`config.mk`:
```
export PLATFORM = sky130hd
export DESIGN_NAME = div
export DESIGN_NICKNAME = d
export VERILOG_FILES = /design/src/rtl/div.sv
export SDC_FILE = /design/constraint.sdc
export NUM_CORES = 1
export LEC_CHECK = 0
export CAP_MARGIN = 20
export CORE_ASPECT_RATIO = 1.75
export CORE_UTILIZATION = 62
export DETAILED_ROUTE_END_ITERATION = 6
export GPL_TIMING_DRIVEN = 0
export PLACE_DENSITY = 0.91
export SETUP_SLACK_MARGIN = 0.5
export SYNTH_ARGS = -nofsm -noshare
export SYNTH_HDL_FRONTEND = slang
export SYNTH_SLANG_ARGS = --single-unit
export TNS_END_PERCENT = 10
```
`constraint.sdc`:
```
create_clock -name clk -period 11 [get_ports clk]
set_clock_uncertainty 0.2 [all_clocks]
set_input_delay 2.2 -clock clk [delete_from_list [all_inputs] [get_ports clk]]
set_output_delay 2.2 -clock clk [all_outputs]
set_load 0.05 [all_outputs]
```
`src/rtl/div.sv`:
```
// Multi-cycle 32-bit radix-2 restoring divider for the EX-stage DIV/DIVU path.
// Returns {remainder, quotient} with a registered ready flag after 32 iteration steps.
module div (
   input  logic        clk,
   input  logic        rst,
   input  logic        signed_div_i,
   input  logic [31:0] opdata1_i,
   input  logic [31:0] opdata2_i,
   input  logic        start_i,
   input  logic        annul_i,
   output logic [63:0] result_o,
   output logic        ready_o
);

   localparam int unsigned DataW  = 32;
   localparam int unsigned CntW   = 6;
   localparam int unsigned PartW  = 2 * DataW + 1;
   localparam int unsigned Steps  = 32;

   typedef enum logic [1:0] {
      DIV_FREE,
      DIV_BY_ZERO,
      DIV_ON,
      DIV_END
   } state_t;

   state_t              state, state_n;
   logic [PartW-1:0]    dividend, dividend_n;
   logic [DataW-1:0]    divisor, divisor_n;
   logic [CntW-1:0]     cnt, cnt_n;
   logic                neg1, neg1_n;
   logic                neg2, neg2_n;
   logic                is_signed, is_signed_n;
   logic [2*DataW-1:0]  result_n;
   logic                ready_n;

   logic [DataW:0]      diff;
   logic [DataW-1:0]    abs1, abs2;
   logic [DataW-1:0]    quot, rem;

   // Operand magnitudes; the most negative value maps to 2^31 as an unsigned magnitude
   assign abs1 = (signed_div_i && opdata1_i[DataW-1]) ? (~opdata1_i + DataW'(1)) : opdata1_i;
   assign abs2 = (signed_div_i && opdata2_i[DataW-1]) ? (~opdata2_i + DataW'(1)) : opdata2_i;

   assign diff = {1'b0, dividend[2*DataW-1:DataW]} - {1'b0, divisor};

   // Sign fix-up applied once the magnitude division has finished
   assign quot = (is_signed && (neg1 ^ neg2)) ? (~dividend[DataW-1:0] + DataW'(1))
                                              : dividend[DataW-1:0];
   assign rem  = (is_signed && neg1) ? (~dividend[PartW-1:DataW+1] + DataW'(1))
                                     : dividend[PartW-1:DataW+1];

   always_ff @(posedge clk or posedge rst) begin
      if (rst) begin
         state     <= DIV_FREE;
         dividend  <= '0;
         divisor   <= '0;
         cnt       <= '0;
         neg1      <= 1'b0;
         neg2      <= 1'b0;
         is_signed <= 1'b0;
         result_o  <= '0;
         ready_o   <= 1'b0;
      end else begin
         state     <= state_n;
         dividend  <= dividend_n;
         divisor   <= divisor_n;
         cnt       <= cnt_n;
         neg1      <= neg1_n;
         neg2      <= neg2_n;
         is_signed <= is_signed_n;
         result_o  <= result_n;
         ready_o   <= ready_n;
      end
   end

   always_comb begin
      state_n     = state;
      dividend_n  = dividend;
      divisor_n   = divisor;
      cnt_n       = cnt;
      neg1_n      = neg1;
      neg2_n      = neg2;
      is_signed_n = is_signed;
      result_n    = '0;
      ready_n     = 1'b0;

      unique case (state)
         DIV_FREE: begin
            if (start_i && !annul_i) begin
               if (opdata2_i == '0) begin
                  state_n = DIV_BY_ZERO;
               end else begin
                  state_n     = DIV_ON;
                  cnt_n       = '0;
                  dividend_n  = {DataW'(0), abs1, 1'b0};
                  divisor_n   = abs2;
                  neg1_n      = opdata1_i[DataW-1];
                  neg2_n      = opdata2_i[DataW-1];
                  is_signed_n = signed_div_i;
               end
            end
         end

         DIV_BY_ZERO: begin
            state_n    = DIV_END;
            dividend_n = '0;
            ready_n    = 1'b1;
         end

         DIV_ON: begin
            if (annul_i || !start_i) begin
               state_n    = DIV_FREE;
               dividend_n = '0;
            end else if (cnt != CntW'(Steps)) begin
               if (diff[DataW]) begin
                  dividend_n = dividend << 1;
               end else begin
                  dividend_n = {diff[DataW-1:0], dividend[DataW-1:0], 1'b1};
               end
               cnt_n = cnt + CntW'(1);
            end else begin
               state_n  = DIV_END;
               cnt_n    = '0;
               result_n = {rem, quot};
               ready_n  = 1'b1;
            end
         end

         DIV_END: begin
            if (start_i) begin
               result_n = result_o;
               ready_n  = 1'b1;
            end else begin
               state_n = DIV_FREE;
            end
         end

         default: state_n = DIV_FREE;
      endcase
   end

endmodule

```
; ---- Word-level counts from Yosys, hierarchy flattened
; Index checks and enable logic that the tools add are counted.
[classes]
add_sub_neg = 6
reduce_logical = 16
bitwise = 6
eq_ne = 10
mux = 29
[op_table]
columns = operator, n
row1 = 2-to-1 mux 65 bit, 5
row2 = one-hot mux 65 bit (3 select lines), 1
row3 = 2-to-1 mux 64 bit, 3
row4 = "adder 32 x 1 -> 32 bit, second input constant", 4
row5 = 2-to-1 mux 32 bit, 4
row6 = NOT 32 bit, 4
row7 = one-hot mux 64 bit (2 select lines), 1
row8 = subtractor 32 x 32 -> 33 bit, 1
row9 = zero test 32 bit, 1
row10 = 2-to-1 mux 6 bit, 4
row11 = one-hot mux 6 bit (2 select lines), 1
row12 = 2-to-1 mux 2 bit, 5
row13 = "inequality test 2 bit, second input constant", 4
row14 = one-hot mux 2 bit (4 select lines), 1
row15 = AND reduction 4 bit, 2
row16 = "adder 6 x 1 -> 6 bit, second input constant", 1
row17 = "inequality test 3 bit, second input constant", 2
row18 = "inequality test 6 bit, second input constant", 1
row19 = AND reduction 3 bit, 2
row20 = logical AND 1 bit, 5
row21 = "== test 2 bit, second input constant", 2
row22 = 2-to-1 mux 1 bit, 3
row23 = one-hot mux 1 bit (3 select lines), 1
row24 = nonzero test 3 bit, 1
row25 = 7 further kinds, 8
[totals]
reg_bits = 173
elab_cells = 76
inputBits = 69

; ---- Longest topological paths before layout
; Gate-level depths: netlist of the first run.
[logic_depth]
depth_word = 6
ltp_mapped = 12
ltp_nobuf = 11

; ---- Worst setup path after synthesis of the first run
; Ideal clock, no wire load.
[synth_timing]
path_type = input to register
startpoint = in opdata1_i[3]
endpoint = reg dividend[30]
arrival_ns = 4.634
path_slack_ns = 6.040
setup_time_ns = 0.126
path_buffers = 1
path_stages = 9
cell_sequence = or3_4 -> or4_1 -> buf_2 -> or4_4 -> o41a_4 -> a21oi_4 -> nand2_1 -> xor2_1 -> a221o_1
[synth_between]
elab_chain_cells = 6
[synth_lines]
columns = element, line_no
row1 = start: declaration, 7  ; input logic [31:0] opdata1_i,
row2 = NOT 32 bit, 42  ; assign abs1 = (signed_div_i && opdata1_i[DataW-1]) ? (~opdata1_i + DataW'(1)) : opdata1_i;
row3 = adder 32 x 1 -> 32 bit, 42
row4 = 2-to-1 mux 32 bit, 42
row5 = 2-to-1 mux 65 bit, 91  ; if (opdata2_i == '0) begin
row6 = 2-to-1 mux 65 bit, 90  ; if (start_i && !annul_i) begin
row7 = one-hot mux 65 bit (3 select lines), 88  ; unique case (state)
row8 = end signal: assignment, 66  ; dividend <= dividend_n;
row9 = end: declaration, 28  ; logic [PartW-1:0] dividend, dividend_n;
; No other way between the ends. The select of a mux whose other input is x is not followed.
; A chain may end at the register's enable or synchronous reset.

; ---- Worst setup path in the final report of the first run
[layout_timing]
startpoint = in opdata2_i[13]
endpoint = reg dividend[63]
[layout_between]
elab_chain_cells = 3
[layout_lines]
columns = element, line_no
row1 = start: declaration, 8  ; input logic [31:0] opdata2_i,
row2 = zero test 32 bit, 91
row3 = inequality test 2 bit (no source line), n/a
row4 = AND reduction 4 bit (no source line), n/a
; No other way between the ends.

==> results of run 1 <==
## worst max-delay path by stage
stage,start,end,slack (ns),depth (start not counted)
floorplan,rst,cnt[0]$_DFFE_PP0P_,3.91,1
global placement,rst,dividend[40]$_DFFE_PP0P_,1.85,2
CTS,opdata2_i[13],dividend[63]$_DFFE_PP0P_,5.21,11
global route,opdata2_i[13],dividend[37]$_DFFE_PP0P_,4.85,11
detailed placement,opdata2_i[13],dividend[42]$_DFFE_PP0P_,4.75,11
finish,opdata2_i[13],dividend[63]$_DFFE_PP0P_,5.10,11
## registers in the layout, summed over array words and instances, names as in the netlist
name       flops
dividend      65
result_o      64
divisor       32
cnt            6
state          2
is_signed      1
neg1           1
neg2           1
ready_o        1
## final cells by class
class / count / share of cell area [%]
tap: 234 / 2.129
clock buffer: 20 / 3.248
timing repair buffer: 134 / 9.882
sequential: 173 / 31.48
inverter: 51 / 1.447
buffer: 71 / 1.965
multi-input combinational: 1106 / 48.63
clock inverter: 11 / 1.219
## cell families after synthesis
family	after synthesis
AOI/OAI and AO/OA	417
xor gates and xnor gates	138
adders and majority gates	44
buffers and inverters	122
DFF	173
muxes	14
and+or+nand+nor	493
## Yosys cell counts, types with 4 or more instances
| cell type | count |
|---|---|
| buf_1 | 9 |
| o21ai_0 | 169 |
| o31ai_1 | 35 |
| a21o_1 | 18 |
| o311ai_0 | 12 |
| nand3_1 | 49 |
| nor2b_1 | 15 |
| nand4_1 | 7 |
| nand2_1 | 198 |
| a21oi_1 | 111 |
| o21a_1 | 4 |
| or2_2 | 5 |
| nor4_1 | 12 |
| inv_1 | 51 |
| a31oi_1 | 7 |
| mux2i_1 | 8 |
| and3_1 | 9 |
| and2_1 | 9 |
| o21bai_1 | 4 |
| xor2_1 | 76 |
| or3_1 | 19 |
| or4_1 | 11 |
| xnor2_1 | 62 |
| o31a_1 | 4 |
| dfrtp_1 | 173 |
| a2bb2oi_1 | 4 |
| nor3_1 | 22 |
| nor2_1 | 118 |
| o41ai_1 | 9 |
| a32oi_1 | 6 |
| ha_1 | 43 |
| mux2_2 | 6 |
| clkbuf_1 | 59 |
| nand2b_1 | 8 |
## power breakdown
part | internal [mW] | total, mW | switching (mW) | leakage (nW)
registers | 0.755 | 0.864 | 0.108 | 2.29
logic | 0.398 | 1.13 | 0.735 | 3.21
clock network | 0.384 | 0.642 | 0.257 | 0.296
total | 1.54 | 2.64 | 1.10 | 5.80
## layer usage
layer / global-route usage [%] / part of all wire, %
met4: 32.39 / 8.3
met2: 67.13 / 52
met5: 0 / 0
met3: 6.497 / 6.2
met1: 36.34 / 33
## through the flow
stage | power, mW | instance area [µm²] | hold WS [ns] | instances
global route | 2.780 | 13750 | 0.3073 | 1800
global placement | 1.914 | 13100 | 0.2593 | 1768
finish | 2.639 | 13750 | 0.2779 | 1800
CTS | 2.598 | 13750 | 0.2833 | 1800
floorplan | 1.628 | 11480 | 0.2485 | 1401
detailed placement | 1.957 | 13140 | 0.2690 | 1769
## tightest hold or removal path, delay by kind of cell, from the launching register on
kind,cells,cell delay [ns]
AND/OR/NAND/NOR,1,0.04
AO/OA/AOI/OAI,1,0.06
flip-flops,1,0.34
==> flow_summary.ini, run 1 <==
[critical_path]
endpoint_kind = flop
path_delay_family = buffers and inverters
cp_num_buf_inv = 4
arrival_ns = 6.03
ff2ff_path_depth = 12
cp.required_ns = 11.13
startpoint_type = input pin
worstPathCellList = clkdlybuf4s50_1, or4_1, nor4b_1, nand4_1, o21ai_0, a211o_1, buf_2, buf_1, clkbuf_1, nand2_1, o31ai_1
cp_slowest_stage_delay_ns = 0.62
rrSetupSlack_ns = 6.66
crit_path_top_delay_cell = or4_1
r2r-end = dividend[64]$_DFFE_PP0P_
worstPathMaxFanout = 10
crit_type = input pin to flop
r2r_start = dividend[32]$_DFFE_PP0P_

[die]
start_util_pct = 63.57
coreArea_um2 = 18050
io_pins = 134
die_w_um = 104.9
die_area_um2 = 19080
placementRows = 65
die_h_um = 182.0

[cells_and_area]
num-fill-cells = 1309
fin_util_pct = 76.16
drive_gt1_share_pct = 3.576
regArea_um2 = 4329
final_common_cell = nand2_1
finalNetCount = 1667
final_cell_mix = 198 x nand2_1, 173 x dfrtp_1, 169 x o21ai_0
diodes = 0
area_growth_pct = 19.81
multiInputGateArea_um2 = 6686

[yosys]
synth_async_sr_flop_share_pct = 100.0
synth_top_area_share_pct = 37.72
synth_edf_count = 0
syn_area_per_cell_um2 = 8.192
synth_compound_area_share_pct = 22.00
ys_top_cells_by_area = dfrtp_1 38%, o21ai_0 7.4%, nand2_1 6.5%, xor2_1 5.8%, a21oi_1 4.8%
ys_types = 65
syn_area_um2 = 11480
synthFlopType = dfrtp_1
synth_seq_area_share_pct = 37.72
synthAdderAreaFrac_pct = 4.862
synthXorXnorAreaFrac_pct = 10.53
synth_top_family_by_area = compound AO/OA/AOI/OAI gates
synth-seq-cells = 173
syn-num-nets = 1514
ys_warn_count = 0
synth.area.mux_share_pct = 1.286
netlist_instances = 1401
yosys.area_share.simple_pct = 19.58
synth_top_area_cell = dfrtp_1

[sta]
layout_min_cycle_time_ns = 5.898
hold_violations = 0
finalWorstSetupSlack_ns = 5.102
max_freq_mhz = 169.6
maxSlewHeadroom_pct = 40.73
finalSetupTns_ns = 0
period_share_pct = 53.62
tightest_slew_ns = 0.8809
rsz0062_at_grt = no
setup_viol = 0
finalMaxSlewViolations = 0

[grt]
global_route.overflow_total = 0
grt_pass1_wl_um = 55370
antenna_found_initial = 0
grt_max_degree = 136
grt_pass1_vias = 11500
grtUsageTotal_pct = 37.29

[place]
place_ws_ns = 4.750
routabilityCongestion = 0.9626
io_buffers = 133
hpwl_um = 26110

[clock_network]
cts_buffer_depth = 2
cts_resized = 0
cts_root_buffer = clkbuf_16
cts-buffers-inserted = 17
cts_tree = built
postCtsSetupBuffers = 0
cts.clk_slew.worst_paths_ns = 0.06
ctsHoldBuffers = 0
htreeDepth = 4
clkSinkCount = 173
clkLatencyLatePin_ns = 0.44

[min_path]
whs_endpoint = result_o[9]$_DFFE_PP0N_
min-delay-start = result_o[9]$_DFFE_PP0N_
hold_path.class = flop to flop
min_path_cells = 2

[run]
maxCapViolCount = 0

[routing]
vias = 11360
drt_first_pass_iters = 5
drc = 0
wl_um = 34540
viasPerCell = 6.309
drtIter0Drc = 912
ant_nets = 0
wl_per_cell_um = 19.19

[power_and_ir_drop]
ir_drop_v = 0.0001030
p_leak_nw = 5.802
powerDensity_nw_per_um2 = 191.9

[run_status]
outcome = finished clean
(Power assumes the default switching activity.)
==> run 2, diff against run 1 <==
- CORE_UTILIZATION: 62 -> 52
- PLACE_DENSITY: 0.91 -> 0.82
- clock period: 11 -> 4.83 ns (I/O delays scaled with it)
==> run 2 against run 1 <==
Effect of this change:
- combinational power is 130% higher
- worst setup slack worse by 4.5 ns
- sequential share of layout area decreased by 0.26 points
- critical path type unchanged
- highest routed layer unchanged
- global-route usage fell by 6.4 points
- largest power group unchanged
==> flow_summary.ini, run 2 (same netlist as run 1, synthesis figures left out) <==
[routing]
wl_per_cell_um = 18.19
drtIter0Drc = 845
vias = 11090
ant_nets = 0
viasPerCell = 5.961
drc = 0
wl_um = 33830
drt_first_pass_iters = 6

[clock_network]
cts_tree = built
cts_root_buffer = clkbuf_16
cts-buffers-inserted = 17
clkSinkCount = 173
postCtsSetupBuffers = 0
ctsHoldBuffers = 0
cts_buffer_depth = 2
cts.clk_slew.worst_paths_ns = 0.06
htreeDepth = 4
cts_resized = 2
clkLatencyLatePin_ns = 0.45

[place]
dp.cells = 1830
routabilityCongestion = 1.006
io_buffers = 133
hpwl_um = 26750

[sta]
max_freq_mhz = 238.2
maxSlewHeadroom_pct = 32.36
setup_viol = 0
rsz0062_at_grt = yes
finalSetupTns_ns = 0
layout_min_cycle_time_ns = 4.199
period_share_pct = 86.93
finalMaxSlewViolations = 0
hold_violations = 0
tightest_slew_ns = 1.005

[grt]
grt_pass1_vias = 10990
use_met1_pct = 30.99
antenna_found_initial = 0
grt_max_degree = 45
grtUsageTotal_pct = 30.85
global_route.overflow_total = 0
met2_usage_pct = 55.71
met3_usage_pct = 4.601
grt.busiest_layer = met2
grt_pass1_wl_um = 54000

[min_path]
min-delay-start = result_o[28]$_DFFE_PP0N_
whs_endpoint = result_o[28]$_DFFE_PP0N_
hold_path.class = flop to flop
min_path_cells = 2

[cells_and_area]
largest_reg_flops = 65
final_cell_mix = 198 x nand2_1, 173 x dfrtp_1, 169 x o21ai_0
fin_util_pct = 64.24
layoutNonFillerInstCount = 1860
final_common_cell = nand2_1
drive_gt1_share_pct = 4.273
top_regs = dividend (65), result_o (64), divisor (32)
finalNetCount = 1670
num-fill-cells = 1853
diodes = 0
area_growth_pct = 20.82
largest_register = dividend

[critical_path]
startpoint_type = input pin
worstPathMaxFanout = 10
r2r_start = dividend[34]$_DFFE_PP0P_
rrSetupSlack_ns = 0.71
arrival_ns = 4.30
endpoint_kind = flop
crit_type = input pin to flop
r2r-end = dividend[47]$_DFFE_PP0P_
ff2ff_path_depth = 10
cp.required_ns = 4.93

[die]
die_w_um = 114.3
placementRows = 71
start_util_pct = 53.17
die_area_um2 = 22690
coreArea_um2 = 21590
io_pins = 134
die_h_um = 198.5

[power_and_ir_drop]
p_total_mw = 5.940
p_leak_nw = 5.829
powerDensity_nw_per_um2 = 428.4
ir_drop_v = 0.0003713

[run]
maxCapViolCount = 0

[run_status]
outcome = finished clean
[run 2: changes by cell type in the layout (fill, tap and decap cells not counted), sizes merged]
cell	before	now
buf	13	16
bufinv	4	3
clkinv	5	4
clkinvlp	2	3
[run 2: layout make-up]
type                       count  area [µm²]  area share, %
buffer                        71       279.0          2.012
multi-input combinational   1106        6699          48.31
tap                          292       365.4          2.635
clock inverter                10       141.4          1.020
timing repair buffer         137        1411          10.18
inverter                      51       195.2          1.408
clock buffer                  20       446.7          3.221
sequential                   173        4329          31.22
[run 2: how the worst max path moves through the flow]
stage | startpoint | endpoint | slack [ns] | depth (start not counted)
2_1_floorplan | opdata1_i[3] | dividend[30]$_DFFE_PP0P_ | 1.10 | 9
3_3_place_gp | opdata2_i[13] | dividend[1]$_DFFE_PP0P_ | -0.14 | 10
3_5_place_dp | opdata2_i[13] | dividend[34]$_DFFE_PP0P_ | -0.24 | 11
4_1_cts | opdata2_i[13] | divisor[0]$_DFFE_PP0P_ | 0.41 | 10
5_1_grt | opdata2_i[1] | dividend[61]$_DFFE_PP0P_ | 0.48 | 13
6_report | opdata2_i[21] | dividend[48]$_DFFE_PP0P_ | 0.63 | 11
[run 2: through the flow]
stage	area (µm²)	hold slack, ns	setup slack, ns
floorplan	11480	0.2485	1.104
global route	13870	0.3022	0.4835
CTS	13850	0.2835	0.4067
finish	13870	0.2754	0.6312
detailed placement	13260	0.2693	-0.2394
global placement	13180	0.2604	-0.1416
[run 2: critical path, cell delays in order]
cell,delay (ns)
clkdlybuf4s50_1,0.43
or3_1,0.44
nor4_1,0.62
nand4_1,0.33
o21ai_0,0.25
a211o_1,0.19
buf_2,0.23
nor2b_1,0.12
clkbuf_1,0.27
a32oi_1,0.32
o31ai_1,0.11
[run 2: layer usage]
layer / up-vias / part of all wire [%]
li1: 5267 / -
met3: 171 / 4.4
met5: - / 0
met4: 0 / 8.1
met2: 455 / 52
met1: 5195 / 35
[run 2: power by group]
| group | total, mW | internal, mW | switching (mW) |
|---|---|---|---|
| Clock | 1.41 | 0.822 | 0.587 |
| Sequential | 1.97 | 1.72 | 0.251 |
| Combinational | 2.56 | 0.916 | 1.64 |
| Total | 5.94 | 3.46 | 2.48 |
==> run 3, diff against run 2 <==
- MAX_ROUTING_LAYER: not set -> met4
==> run 3 against run 2 <==
Effect of this change:
- the run now ends with design-rule violations left
- total power fell by 1.8%
- sequential cell count did not move
- sequential power hardly changed
- register-to-register slack better by 0.04 ns
- clock power decreased by 6%
- wire length shrank 0.57%
- hold slack improved by 0.0025 ns
- non-clock buffer count unchanged
- critical path type is now flop to flop
- largest cell class unchanged
==> flow_summary.ini, run 3 (same netlist as run 1, synthesis figures left out) <==
[run_status]
outcome = finished, violations left
violations = design-rule violations

[critical_path]
ff2ff_path_depth = 9
r2r-end = dividend[35]$_DFFE_PP0P_
worstPathCellList = ha_1, nor2b_1, o31a_1, o311ai_0, and3_1, o31a_1, o21a_1, clkbuf_1, o311ai_0
startpoint_type = flop
path_delay_family = compound AO/OA/AOI/OAI gates
cp.required_ns = 4.89
cp_slowest_stage_delay_ns = 0.60
crit_type = flop to flop
r2r_start = dividend[34]$_DFFE_PP0P_
arrival_ns = 4.14
cp_num_buf_inv = 1
startpoint = dividend[34]$_DFFE_PP0P_
endpoint_kind = flop
worstPathMaxFanout = 10
rrSetupSlack_ns = 0.75
crit_path_top_delay_cell = o311ai_0

[clock_network]
cts_root_buffer = clkbuf_16
clkSinkCount = 173
cts_resized = 3
postCtsSetupBuffers = 0
clkLatencyLatePin_ns = 0.44
cts_tree = built
cts-buffers-inserted = 17
cts_buffer_depth = 2
ctsHoldBuffers = 0
cts.clk_slew.worst_paths_ns = 0.06
htreeDepth = 4

[grt]
grt_max_degree = 45
antenna_found_initial = 0
grt_pass1_wl_um = 54190
grtUsageTotal_pct = 32.00
grt_pass1_vias = 11080
global_route.overflow_total = 0

[place]
routabilityCongestion = 1.012
hpwl_um = 26800
dpl_cell_area_um2 = 13260
dp.cells = 1830
io_buffers = 133

[routing]
viasPerCell = 5.954
drtIter0Drc = 979
drt_first_pass_iters = 7
wl_per_cell_um = 18.06
wl_um = 33630
vias = 11090
ant_nets = 0
drc = 2

[power_and_ir_drop]
powerDensity_nw_per_um2 = 421.2
p_leak_nw = 5.829
p_total_mw = 5.835
ir_drop_v = 0.0002862

[min_path]
hold_path.class = flop to flop
whs_endpoint = result_o[9]$_DFFE_PP0N_
min-delay-start = result_o[9]$_DFFE_PP0N_
min_path_cells = 2

[cells_and_area]
regArea_um2 = 4329
final_cell_mix = 198 x nand2_1, 173 x dfrtp_1, 168 x o21ai_0
largest_reg_flops = 65
area_growth_pct = 20.72
final_common_cell = nand2_1
num-fill-cells = 1849
drive_gt1_share_pct = 4.459
top_regs = dividend (65), result_o (64), divisor (32)
diodes = 0
fin_util_pct = 64.19
multiInputGateArea_um2 = 6714
finalNetCount = 1670
fin_area_um2 = 13860
largest_register = dividend
layoutNonFillerInstCount = 1862

[die]
die_h_um = 198.5
die_w_um = 114.3
start_util_pct = 53.17
placementRows = 71
die_area_um2 = 22690
io_pins = 134
coreArea_um2 = 21590

[sta]
max_freq_mhz = 245.0
rsz0062_at_grt = no
finalMaxSlewViolations = 0
maxSlewHeadroom_pct = 33.59
period_share_pct = 84.49
tightest_slew_ns = 0.9870
setup_viol = 0
hold_violations = 0
whs_ns = 0.2780
layout_min_cycle_time_ns = 4.081

[run]
maxCapViolCount = 0
## run 3: worst reg2reg max path, cell delays in order (launching register included)
cell and delay (ns):
dfrtp_1 0.47, ha_1 0.38, nor2b_1 0.16, o31a_1 0.31, o311ai_0 0.60, and3_1 0.33, o31a_1 0.31, o21a_1 0.36
clkbuf_1 0.51, o311ai_0 0.28
## run 3: worst max path at each step
| stage | to | slack, ns | cells after the start |
|---|---|---|---|
| 2_1_floorplan | dividend[30]$_DFFE_PP0P_ | 1.10 | 9 |
| 3_3_place_gp | dividend[1]$_DFFE_PP0P_ | -0.16 | 10 |
| 3_5_place_dp | dividend[32]$_DFFE_PP0P_ | -0.22 | 12 |
| 4_1_cts | divisor[5]$_DFFE_PP0P_ | 0.43 | 12 |
| 5_1_grt | dividend[61]$_DFFE_PP0P_ | 0.57 | 13 |
| 6_report | dividend[35]$_DFFE_PP0P_ | 0.75 | 9 |
## run 3: routing by layer
| layer | vias up | routed length [µm] | GRT usage (%) |
|---|---|---|---|
| li1 | 5265 | - | - |
| met1 | 5216 | 11810 | 31.40 |
| met2 | 443 | 17760 | 56.70 |
| met3 | 162 | 1699 | 4.692 |
| met4 | 0 | 2365 | 23.62 |
| met5 | - | 0 | - |
## run 3: cell type report
class,instances,area share [%]
Clock buffer,21,3.395
Clock inverter,11,0.6682
Multi-Input combinational cell,1106,48.46
Inverter,51,1.409
Buffer,71,2.005
Tap cell,292,2.637
Timing Repair Buffer,137,10.19
Sequential cell,173,31.24
## run 3: where the power goes
part	internal [mW]	switching, mW
Clock	0.746	0.574
Combinational	0.915	1.63
Sequential	1.72	0.247
Total	3.38	2.45
## run 3: stage by stage
step           worst slack, ns  setup TNS [ns]
2_1_floorplan            1.104               0
3_3_place_gp           -0.1613          -1.635
3_5_place_dp           -0.2161          -2.181
4_1_cts                 0.4309               0
5_1_grt                 0.5728               0
6_report                0.7490               0
